**config.mk**
```make
export PLATFORM = sky130hd
export DESIGN_NAME = div_ctrl
export DESIGN_NICKNAME = d
export VERILOG_FILES = /design/src/rtl/div_ctrl_pkg.sv /design/src/rtl/div_ctrl_step.sv /design/src/rtl/div_ctrl.sv
export SDC_FILE = /design/constraint.sdc
export NUM_CORES = 1
export LEC_CHECK = 0
export ABC_AREA = 1
export CORE_UTILIZATION = 25
export CTS_BUF_LIST = sky130_fd_sc_hd__clkbuf_8
export DETAILED_ROUTE_END_ITERATION = 6
export PLACE_DENSITY = 0.43
export SYNTH_ARGS = -nofsm -noshare
export SYNTH_HDL_FRONTEND = slang
export SYNTH_SLANG_ARGS = --single-unit
```
**constraint.sdc**
```tcl
create_clock -name clk -period 5.9 [get_ports clk]
set_input_delay 1.77 -clock clk [delete_from_list [all_inputs] [get_ports clk]]
set_output_delay 1.77 -clock clk [all_outputs]
set_load 0.1 [all_outputs]
```
**src/rtl/div_ctrl_pkg.sv**
```systemverilog
// Shared definitions for the iterative divider: FSM states, widths and
// operation codes. Optional feature macro: DIV_FAST_SPECIAL_EN.
package div_ctrl_pkg;

  localparam int DIV_XLEN = 32;
  localparam int DIV_ITER = 32;
  localparam int CNT_W    = $clog2(DIV_ITER);

  // Operation select codes shared with the ALU decode.
  localparam logic [4:0] ALU_DIV  = 5'h0C;
  localparam logic [4:0] ALU_DIVU = 5'h0D;
  localparam logic [4:0] ALU_REM  = 5'h0E;
  localparam logic [4:0] ALU_REMU = 5'h0F;

  typedef enum logic [1:0] {
    IDLE = 2'd0,
    RUN  = 2'd1,
    DONE = 2'd2
  } div_state_e;

  // Magnitude of a value; only two's-complement negative values of signed
  // operations are negated.
  function automatic logic [DIV_XLEN-1:0] abs_val(input logic [DIV_XLEN-1:0] v,
                                                  input logic sgn);
    return (sgn && v[DIV_XLEN-1]) ? -v : v;
  endfunction

endpackage

```
**src/rtl/div_ctrl_step.sv**
```systemverilog
// One restoring radix-2 division step: shift the dividend MSB into the
// partial remainder, trial-subtract the divisor, shift in the quotient bit.
module div_step
  import div_ctrl_pkg::*;
(
  input  logic [DIV_XLEN-1:0] rem_i,
  input  logic [DIV_XLEN-1:0] quo_i,
  input  logic [DIV_XLEN-1:0] dvsr_i,
  output logic [DIV_XLEN-1:0] rem_o,
  output logic [DIV_XLEN-1:0] quo_o
);

  logic [DIV_XLEN:0] shifted;
  logic              fits;

  // Trial subtraction; the difference always fits in DIV_XLEN bits when taken.
  always_comb begin
    shifted = {rem_i, quo_i[DIV_XLEN-1]};
    fits    = (shifted >= {1'b0, dvsr_i});
    rem_o   = fits ? (shifted[DIV_XLEN-1:0] - dvsr_i) : shifted[DIV_XLEN-1:0];
    quo_o   = {quo_i[DIV_XLEN-2:0], fits};
  end

endmodule

```
**src/rtl/div_ctrl.sv**
```systemverilog
// Multi-cycle signed/unsigned divider controller (IDLE -> RUN x32 -> DONE).
// Optional feature macro: DIV_FAST_SPECIAL_EN (divide-by-zero and signed
// overflow skip the iterations and finish in one cycle).
module div_ctrl
  import div_ctrl_pkg::*;
(
  input  logic                clk,
  input  logic                rst,
  input  logic                start,
  input  logic [4:0]          func,
  input  logic [DIV_XLEN-1:0] opa,
  input  logic [DIV_XLEN-1:0] opb,
  input  logic                kill,
  output logic                busy,
  output logic                done,
  output logic [DIV_XLEN-1:0] result
);

  div_state_e          state_q, state_d;
  logic [CNT_W-1:0]    cnt_q, cnt_d;
  logic [DIV_XLEN-1:0] rem_q, rem_d;
  logic [DIV_XLEN-1:0] quo_q, quo_d;
  logic [DIV_XLEN-1:0] dvsr_q, dvsr_d;
  logic                neg_quo_q, neg_quo_d;
  logic                neg_rem_q, neg_rem_d;
  logic                is_rem_q, is_rem_d;
  logic                dz_q, dz_d;
  logic [DIV_XLEN-1:0] result_q, result_d;
  logic [DIV_XLEN-1:0] prev_q, prev_d;

  logic [DIV_XLEN-1:0] step_rem, step_quo;
  logic                op_signed, op_rem, opa_neg, opb_neg, opb_zero;

  assign op_signed = (func == ALU_DIV) || (func == ALU_REM);
  assign op_rem    = (func == ALU_REM) || (func == ALU_REMU);
  assign opa_neg   = op_signed & opa[DIV_XLEN-1];
  assign opb_neg   = op_signed & opb[DIV_XLEN-1];
  assign opb_zero  = (opb == '0);

`ifdef DIV_FAST_SPECIAL_EN
  logic                special;
  logic [DIV_XLEN-1:0] special_res;
  assign special     = opb_zero | (op_signed & (opa == {1'b1, {(DIV_XLEN-1){1'b0}}}) & (opb == '1));
  assign special_res = opb_zero ? (op_rem ? opa : '1)
                                : (op_rem ? '0 : {1'b1, {(DIV_XLEN-1){1'b0}}});
`endif

  div_step u_step (
    .rem_i  (rem_q),
    .quo_i  (quo_q),
    .dvsr_i (dvsr_q),
    .rem_o  (step_rem),
    .quo_o  (step_quo)
  );

  assign result = result_q;

  // Next-state, datapath update and handshake outputs.
  always_comb begin
    state_d   = state_q;
    cnt_d     = cnt_q;
    rem_d     = rem_q;
    quo_d     = quo_q;
    dvsr_d    = dvsr_q;
    neg_quo_d = neg_quo_q;
    neg_rem_d = neg_rem_q;
    is_rem_d  = is_rem_q;
    dz_d      = dz_q;
    result_d  = result_q;
    prev_d    = prev_q;
    busy      = 1'b0;
    done      = 1'b0;
    case (state_q)
      IDLE: begin
        if (start && !kill) begin
          busy      = 1'b1;
          dvsr_d    = abs_val(opb, op_signed);
          quo_d     = abs_val(opa, op_signed);
          rem_d     = '0;
          cnt_d     = CNT_W'(DIV_ITER - 1);
          neg_quo_d = opa_neg ^ opb_neg;
          neg_rem_d = opa_neg;
          is_rem_d  = op_rem;
          dz_d      = opb_zero;
          state_d   = RUN;
`ifdef DIV_FAST_SPECIAL_EN
          if (special) begin
            state_d  = DONE;
            cnt_d    = '0;
            prev_d   = result_q;
            result_d = special_res;
          end
`endif
        end
      end
      RUN: begin
        busy = 1'b1;
        if (kill) begin
          state_d = IDLE;
        end else begin
          rem_d = step_rem;
          quo_d = step_quo;
          cnt_d = cnt_q - 1'b1;
          if (cnt_q == '0) begin
            // Last step: sign-correct and publish; a zero divisor never negates the quotient.
            state_d  = DONE;
            cnt_d    = '0;
            prev_d   = result_q;
            result_d = is_rem_q ? (neg_rem_q ? -step_rem : step_rem)
                                : ((neg_quo_q & ~dz_q) ? -step_quo : step_quo);
          end
        end
      end
      DONE: begin
        state_d = IDLE;
        if (kill) begin
          // A flushed result is withdrawn so the visible value stays the old one.
          result_d = prev_q;
        end else begin
          done = 1'b1;
        end
      end
      default: state_d = IDLE;
    endcase
  end

  // State and datapath registers with asynchronous active-low reset.
  always_ff @(posedge clk or negedge rst) begin
    if (!rst) begin
      state_q   <= IDLE;
      cnt_q     <= '0;
      rem_q     <= '0;
      quo_q     <= '0;
      dvsr_q    <= '0;
      neg_quo_q <= 1'b0;
      neg_rem_q <= 1'b0;
      is_rem_q  <= 1'b0;
      dz_q      <= 1'b0;
      result_q  <= '0;
      prev_q    <= '0;
    end else begin
      state_q   <= state_d;
      cnt_q     <= cnt_d;
      rem_q     <= rem_d;
      quo_q     <= quo_d;
      dvsr_q    <= dvsr_d;
      neg_quo_q <= neg_quo_d;
      neg_rem_q <= neg_rem_d;
      is_rem_q  <= is_rem_d;
      dz_q      <= dz_d;
      result_q  <= result_d;
      prev_q    <= prev_d;
    end
  end

endmodule

```
After elaboration in Yosys (flattened, before gate mapping)
Cells that the tools add are included. Widths: inputs -> output; s select.

Bits in registers: 171. Bits of input ports: 73. Output and inout port bits: 34. Logic and storage cells: 78.

Add/subtract/negate cells: 6. $lt $le $gt $ge: 1. Eq/ne operators: 10. Muxes and demuxes: 28. Bitwise logic cells: 6. Reductions and logical operators: 16.

Operators by type and width (number): $mux 32 (13); $pmux 32 s2 (3); $neg 32->32 (4); $ge 33x32->1 (1); $logic_not 32->1 (1); $sub 32x32->32 (1); $eq 5x4->1 const B (3); $mux 5 (3); $pmux 5 s2 (1); $ne 2x2->1 const B (4); $mux 2 (3); $reduce_and 3->1 (2); $logic_not 5->1 (1); $sub 5x1->5 const B (1); $pmux 2 s2 (1); $reduce_and 2->1 (2); $reduce_and 4->1 (1); $reduce_bool 2->1 (2); $and 1x1->1 (3); $logic_and 1x1->1 (3); $mux 1 (3); $ne 3x3->1 const B (1); $eq 2x1->1 const B (1); $eq 2x2->1 const B (1); 6 further kinds (8).

Depth between registers and ports, before layout
Gate-level depths: netlist of the first run.

Depth after elaboration: 8. Depth in mapped cells: 31. Mapped depth without buffers: 30.

Modules after synthesis
A second synthesis of the first run with hierarchy kept.

Cells, all modules: 2303. Area, all modules: 14420.1 um^2.

By module, submodules not included: div_ctrl (times used 1, cells each 1624, area each 11019.3 um^2, sequential area each 4279.1 um^2); div_step (times used 1, cells each 679, area each 3400.8 um^2, sequential area each 0.0 um^2).

Worst setup path before layout of the first run
Ideal clock, no wire load.

Kind: input to output. From: input kill. To: output done. Arrival: 3023 ps. Data required time: 4130 ps. Path slack: 1107 ps. Stages on the path: 1. Path buffers: 0. Cell sequence: nor2_1.

Word-level cells in the longest chain between the ends: 2.

Ends and longest elaborated chain: start: declaration (RTL line div_ctrl.sv:13) `input logic kill,`; $mux 1 (RTL line div_ctrl.sv:116) `if (kill) begin`; $mux 1 (RTL line div_ctrl.sv:73) `case (state_q)`; end: declaration (RTL line div_ctrl.sv:15) `output logic done,`.

No other way between the ends.

Worst setup path after layout of the first run
Ends and elaborated chain as after synthesis.

==> results of run 1 <==
## metal layers
metal | GRT usage, % | routed length [µm]
met5 | 0 | 0
met4 | 4.180 | 661
met3 | 2.322 | 2019
met2 | 29.13 | 21820
met1 | 25.49 | 23440
## final cells by class
class / count / area [µm²]
clock buffer: 18 / 247.7
clock inverter: 14 / 165.2
fill: 5884 / 37210
inverter: 306 / 1149
sequential: 171 / 4279
timing repair buffer: 126 / 1220
tap: 688 / 860.8
antenna: 1 / 2.502
multi-input combinational: 1577 / 7736
## flip-flops by register name, indices dropped and copies added, names as in the netlist
name and cells:
neg_rem_q 1, prev_q 32, result 32, dz_q 1, rem_q 32, cnt_q 5
quo_q 32, dvsr_q 32, state_q 2, is_rem_q 1, neg_quo_q 1
## placed cells by master (no fill, tap or decap), types with 26 or more instances in the layout
cell type / synthesis / final
ha_1: 37 / 37
dfrtp_1: 171 / 171
a21oi_1: 110 / 109
nor3_1: 31 / 31
nand4_1: 26 / 26
nor2_1: 179 / 176
clkdlybuf4s50_1: 0 / 103
nand2_1: 660 / 660
inv_1: 296 / 296
xor2_1: 46 / 46
nand3_1: 129 / 128
o21ai_0: 198 / 198
## synth_stat cells, drive strengths merged
cell	count
or2	5
inv	300
xnor2	15
o21bai	1
nor3	33
o31ai	5
o21a	1
ha	37
nand3	133
a31oi	9
a21o	1
nand2	673
o21ai	222
xor2	46
nand3b	6
o22ai	9
clkinv	6
o41ai	1
dfrtp	171
o211ai	21
a22oi	4
clkbuf	51
fa	1
buf	22
a21oi	111
and2	4
o221ai	8
nand4	26
nor4	8
nor2	197
## logic make-up (layout without fill, tap and decap cells)
kind of cell	count (synthesis)	in the layout	synth area share (%)
and+or+nand+nor	1085	1085	33.95
AOI/OAI and AO/OA	393	393	15.77
buffers and inverters	379	464	10.89
DFF	171	171	31.83
xor gates and xnor gates	61	61	3.974
adders and majority gates	38	38	3.592
other	0	1	0
## metrics by stage
step                      cells  area, µm²  setup slack (ns)  power, mW
after floorplan            2127      13450             1.107      4.840
after global placement     2868      15240             1.078      6.174
after detailed placement   2868      15240             1.047      6.185
after CTS                  2900      15660             1.094      7.142
after global routing       2900      15660            0.9500      7.791
final                      2901      15660             1.086      7.064
## power breakdown
group	switching [mW]	leakage, nW	internal, mW	total (mW)
clock	0.548	0.209	0.370	0.918
sequential	0.249	2.17	1.42	1.67
combinational	3.16	5.31	1.32	4.48
## worst min-delay path, stage by stage, from the launching register on
cell and delay (ns):
dfrtp_1 0.35, nand2_1 0.05, nand2_1 0.05
## how the worst max path moves through the flow
| stage | to |
|---|---|
| floorplan | done |
| detailed placement | quo_q[24] |
| global placement | quo_q[28] |
| CTS | busy |
| global route | result[30] |
| finish | done |
==> summary.txt, run 1 <==
Worst setup path
  – Worst setup slack for register-to-register paths: 1.25 ns
  – Destination of the worst register-to-register timing path: result[30]
  – Required @ worst endpoint: 4.13 ns
  – Cell class contributing the biggest share of worst-path delay: buffers and inverters
  – Number of cells on the critical path: 3
  – Crit start category: input port
  – Start of the worst register-to-register path: dvsr_q[8]
  – CP arrival: 3.04 ns
  – Startpoint-to-endpoint class of the critical path: input port to output pin
  – Worst R2R Path Depth: 29
  – Crit-path cells: clkdlybuf4s50_1 > nor2_1 > buf_4
  – Worst setup startpoint: kill
  – Max stage delay on crit path: 0.62 ns
  – Nature of the critical path endpoint: output pin
  – CP bufs+invs: 2
  – Highest-delay cell along the critical path: clkdlybuf4s50_1
  – Maximum fanout encountered on the critical timing path: 4

Detailed routing
  – Vias after detailed routing: 13495
  – Antenna-violating nets left: 0
  – Detailed Route WL: 47940 µm
  – DRC violation total after the first TritonRoute iteration: 877
  – Number of optimization iterations in the first detailed-route pass: 5
  – Detail-routed via count per cell: 4.652
  – DRC errors left: 0
  – Routed WL per cell: 16.53 µm

Synth
  – Largest area contributor in the netlist: dfrtp_1
  – Post-synthesis area per instance: 6.321 µm²
  – Top post-synthesis cells by area: dfrtp_1 (32%), nand2_1 (18%), inv_1 (8.3%)
  – Number of instances in the synthesized netlist: 2127
  – Sequential element share of the synthesized area: 31.83%
  – Syn nets: 2238
  – Post-Syn Area: 0.01345 mm²
  – Number of warning messages in the yosys log: 0
  – Area share of the largest cell type after synthesis: 31.83%
  – Cell variety after synth: 47
  – Post-synthesis register bit count: 171

Placed design
  – Number of port buffers: 106
  – DP HPWL: 37880 µm
  – RePlAce Congestion: 0.8964

Power
  – PwrDens: 451.1 mW/mm²
  – Maximum ir drop on the vdd rail: 0.1515 mV
  – Leakage component of the power: 7.685 nW

Finish
  – Final standard cell utilization of the core: 29.62%
  – Fraction of layout cells with a size suffix above 1: 5.018%
  – Relative area change from synthesis to final layout: 16.47%
  – Final-stage net count: 2310

Clocking
  – Number of gates resized after CTS: 0
  – CTS root buffer: clkbuf_8
  – Post-CTS setup buffer count: 0
  – Post-cts hold buffer count: 0
  – Reg clk slew, reported paths: 0.09 ns
  – Maximum level of the CTS H-tree: 4
  – Maximum buffer depth of the clock tree: 2
  – Num CTS Buffers: 17
  – CTS Sinks: 171
  – Insertion delay to the later sink of the worst-skew pair: 0.54 ns
  – TritonCTS clock tree: done

Worst hold path
  – Number of stages on the worst hold path: 2
  – Path category of the worst min-delay check: flop to flop
  – Hold path endpoint: prev_q[2]
  – Worst hold path startpoint: prev_q[2]

Floorplanning
  – Core Footprint: 0.05287 mm²
  – Cell row count: 84
  – Count of pins on the block boundary: 107
  – Die boundary width: 233.9 µm
  – Die span in y: 233.9 µm
  – Area of the die: 0.05471 mm²
  – Initial core utilization: 25.43%

STA
  – Fin crit period: 4.814 ns
  – Number of failing setup endpoints in the final timing report: 0
  – Max Freq: 207.7 MHz
  – Count of pins over their slew limit: 0
  – Final count of hold timing violations: 0
  – TNS Setup: 0 ns
  – Share of the cycle needed by the critical path after routing: 81.59%
  – RSZ-0062 raised after global routing: false
  – Slew Limit Headroom: 33.69%
  – Slew at the pin closest to its max-slew limit: 0.9915 ns
  – Worst hold slack across all endpoints: 0.4796 ns
  – Post-Route Skew: 0.03021 ns

Run
  – Number of max-cap violations: 0

Global route
  – Overall global routing resource usage: 18.07%
  – Number of global-route vias before repair: 12992
  – Pin count of the biggest net entering global routing: 99
  – First-pass GRT wire length: 75600 µm
  – Number of antenna violations at the first check in global routing: 0
  – GRT overflow: 0

Status
  – Status: finished clean
(Power assumes the default switching activity.)
==> inputs of run 2 (changes only) <==
PLACE_DENSITY = 0.44   (was 0.43)
clock period = 4.3 ns   (was 5.9 ns; I/O delays follow)
==> run 2 against run 1 <==
  * Cell count grew 0.72%
  * Clock skew shrank 0.0055 ns
  * Global-route usage grew 0.25 points
  * Via count grew 1.5%
  * Critical path type unchanged
  * Largest power group unchanged
  * Highest routed layer unchanged
==> summary.txt, run 2 (synthesized netlist as in run 1, its figures left out) <==
Detailed routing
  – DRC violation total after the first TritonRoute iteration: 1150 (was 877)
  – DRC errors left: 0 (unchanged)
  – Detail-routed via count per cell: 4.687 (was 4.652)
  – Antenna-violating nets left: 0 (unchanged)
  – Detailed Route WL: 48360 µm (was 47940 µm)
  – Routed WL per cell: 16.55 µm (was 16.53 µm)
  – Vias after detailed routing: 13695 (was 13495)
  – Number of optimization iterations in the first detailed-route pass: 7 (was 5)

Finish
  – Relative area change from synthesis to final layout: 17.78% (was 16.47%)
  – Leading cell type in the layout, fill and taps excluded: nand2_1 (unchanged)
  – Most frequent cells in the layout: nand2_1 (660), inv_1 (296), o21ai_0 (197) (was nand2_1 (660), inv_1 (296), o21ai_0 (198))
  – Final-stage net count: 2332 (was 2310)
  – Fraction of layout cells with a size suffix above 1: 6.090% (was 5.018%)
  – Register area: 0.004279 mm² (unchanged)
  – Number of inserted filler cells in the final layout: 5894 (was 5884)
  – Multi-input gate area: 0.007754 mm² (was 0.007736 mm²)

Placed design
  – RePlAce Congestion: 0.9076 (was 0.8964)
  – Number of port buffers: 106 (unchanged)
  – DP HPWL: 38820 µm (was 37880 µm)

Worst setup path
  – Startpoint-to-endpoint class of the critical path: input port to output pin (unchanged)
  – Required @ worst endpoint: 3.01 ns (was 4.13 ns)
  – Maximum fanout encountered on the critical timing path: 4 (unchanged)
  – CP arrival: 2.59 ns (was 3.04 ns)
  – Nature of the critical path endpoint: output pin (unchanged)
  – Crit start category: input port (unchanged)

STA
  – Count of pins over their slew limit: 0 (unchanged)
  – Fin crit period: 3.882 ns
  – TNS Setup: 0 ns (unchanged)
  – Max Freq: 257.6 MHz
  – Post-Route Skew: 0.02473 ns (was 0.03021 ns)
  – Slew at the pin closest to its max-slew limit: 1.036 ns (was 0.9915 ns)
  – Slew Limit Headroom: 30.70% (was 33.69%)
  – Share of the cycle needed by the critical path after routing: 90.27%
  – RSZ-0062 raised after global routing: false (unchanged)
  – Number of failing setup endpoints in the final timing report: 0 (unchanged)
  – Final count of hold timing violations: 0 (unchanged)

Power
  – Cell-internal power: 4.311 mW (was 3.110 mW)
  – NetSw: 5.413 mW (was 3.954 mW)
  – Switching power share of the total: 55.66% (was 55.97%)
  – Leakage component of the power: 7.790 nW (was 7.685 nW)
  – PwrDens: 614.0 mW/mm² (was 451.1 mW/mm²)
  – Share of total power in the clock network: 11.6% (was 13.0%)
  – Share of power burned in registers: 23.5% (was 23.6%)
  – Maximum ir drop on the vdd rail: 0.2606 mV (was 0.1515 mV)
  – Fraction of power consumed by combinational cells: 64.9% (was 63.4%)
  – Total power of the final layout: 9.724 mW (was 7.064 mW)

Clocking
  – TritonCTS clock tree: done (unchanged)
  – Post-CTS setup buffer count: 0 (unchanged)
  – Reg clk slew, reported paths: 0.10 ns (was 0.09 ns)
  – Insertion delay to the later sink of the worst-skew pair: 0.53 ns (was 0.54 ns)
  – Maximum level of the CTS H-tree: 4 (unchanged)
  – Number of gates resized after CTS: 0 (unchanged)
  – Post-cts hold buffer count: 0 (unchanged)
  – Maximum buffer depth of the clock tree: 2 (unchanged)
  – Num CTS Buffers: 17 (unchanged)
  – CTS root buffer: clkbuf_8 (unchanged)
  – CTS Sinks: 171 (unchanged)

Floorplanning
  – Core Footprint: 0.05287 mm² (unchanged)
  – Cell row count: 84 (unchanged)
  – Area of the die: 0.05471 mm² (unchanged)
  – Count of pins on the block boundary: 107 (unchanged)
  – Initial core utilization: 25.43% (unchanged)
  – Die span in y: 233.9 µm (unchanged)
  – Die boundary width: 233.9 µm (unchanged)

Global route
  – Number of antenna violations at the first check in global routing: 2 (was 0)
  – Number of global-route vias before repair: 13216 (was 12992)
  – Overall global routing resource usage: 18.32% (was 18.07%)
  – Pin count of the biggest net entering global routing: 77 (was 99)
  – First-pass GRT wire length: 77050 µm (was 75600 µm)
  – GRT overflow: 0 (unchanged)

Status
  – Status: finished clean (unchanged)

Run
  – Number of max-cap violations: 0 (unchanged)

Worst hold path
  – Path category of the worst min-delay check: flop to flop (unchanged)
[run 2: changes by cell type in the layout (fill, tap and decap cells not counted), sizes merged]
cell	change
buf	+22
bufinv	-1
clkinv	+3
inv	-3
[run 2: final timing paths]
kind | startpoint | endpoint | slack, ns | cells past startpoint
setup / recovery | kill | done | 0.42 | 4
hold / removal | prev_q[3] | prev_q[3] | 0.48 | 2
setup reg to reg | rem_q[16] | result[20] | 0.45 | 23
hold reg to reg | prev_q[3] | prev_q[3] | 0.48 | 2
max in group asynchronous | rst | rem_q[18] | 2.63 | 2
min in group asynchronous | rst | dz_q | 0.79 | 1
[run 2: area by class of cell]
class,instances,share of cell area [%]
flip-flops and latches,171,27.02
multi-input cells,1577,48.96
inverters,306,7.253
clock buffers,18,1.564
diodes,1,0.01580
well taps,688,5.436
repair buffers,148,9.062
clock inverters,13,0.6874
[run 2: power groups by stage]
stage / Combinational [mW] / Sequential (mW) / Clock (mW)
2_1_floorplan: 4.19 / 2.45 / 0
3_3_place_gp: 6.30 / 2.32 / 0
3_5_place_dp: 6.31 / 2.32 / 0
4_1_cts: 6.34 / 2.29 / 1.17
5_1_grt: 7.16 / 2.33 / 1.23
6_report: 6.31 / 2.28 / 1.13
[run 2: metrics by stage]
step	hold slack [ns]	utilization, %	instance area [µm²]	instances	worst slack [ns]
after global routing	0.4855	29.96	15840	2922	0.03277
after CTS	0.4802	29.92	15820	2921	0.3798
after global placement	0.4495	29.24	15460	2890	0.1257
after floorplan	0.4367	-	13450	2127	0.4669
final	0.4784	29.96	15840	2922	0.4183
after detailed placement	0.4578	29.24	15460	2890	0.1616
[run 2: critical path: stages]
cell	delay (ns)
clkdlybuf4s50_1	0.61
nor2_1	0.32
buf_4	0.19
buf_12	0.17
[run 2: per-layer routing]
metal | vias up | global-route usage (%) | part of all wire (%)
met3 | 17 | 1.581 | 2.8
li1 | 7005 | - | -
met5 | - | 0 | 0
met1 | 6454 | 26.18 | 50
met2 | 219 | 29.84 | 46
met4 | 0 | 3.957 | 0.89
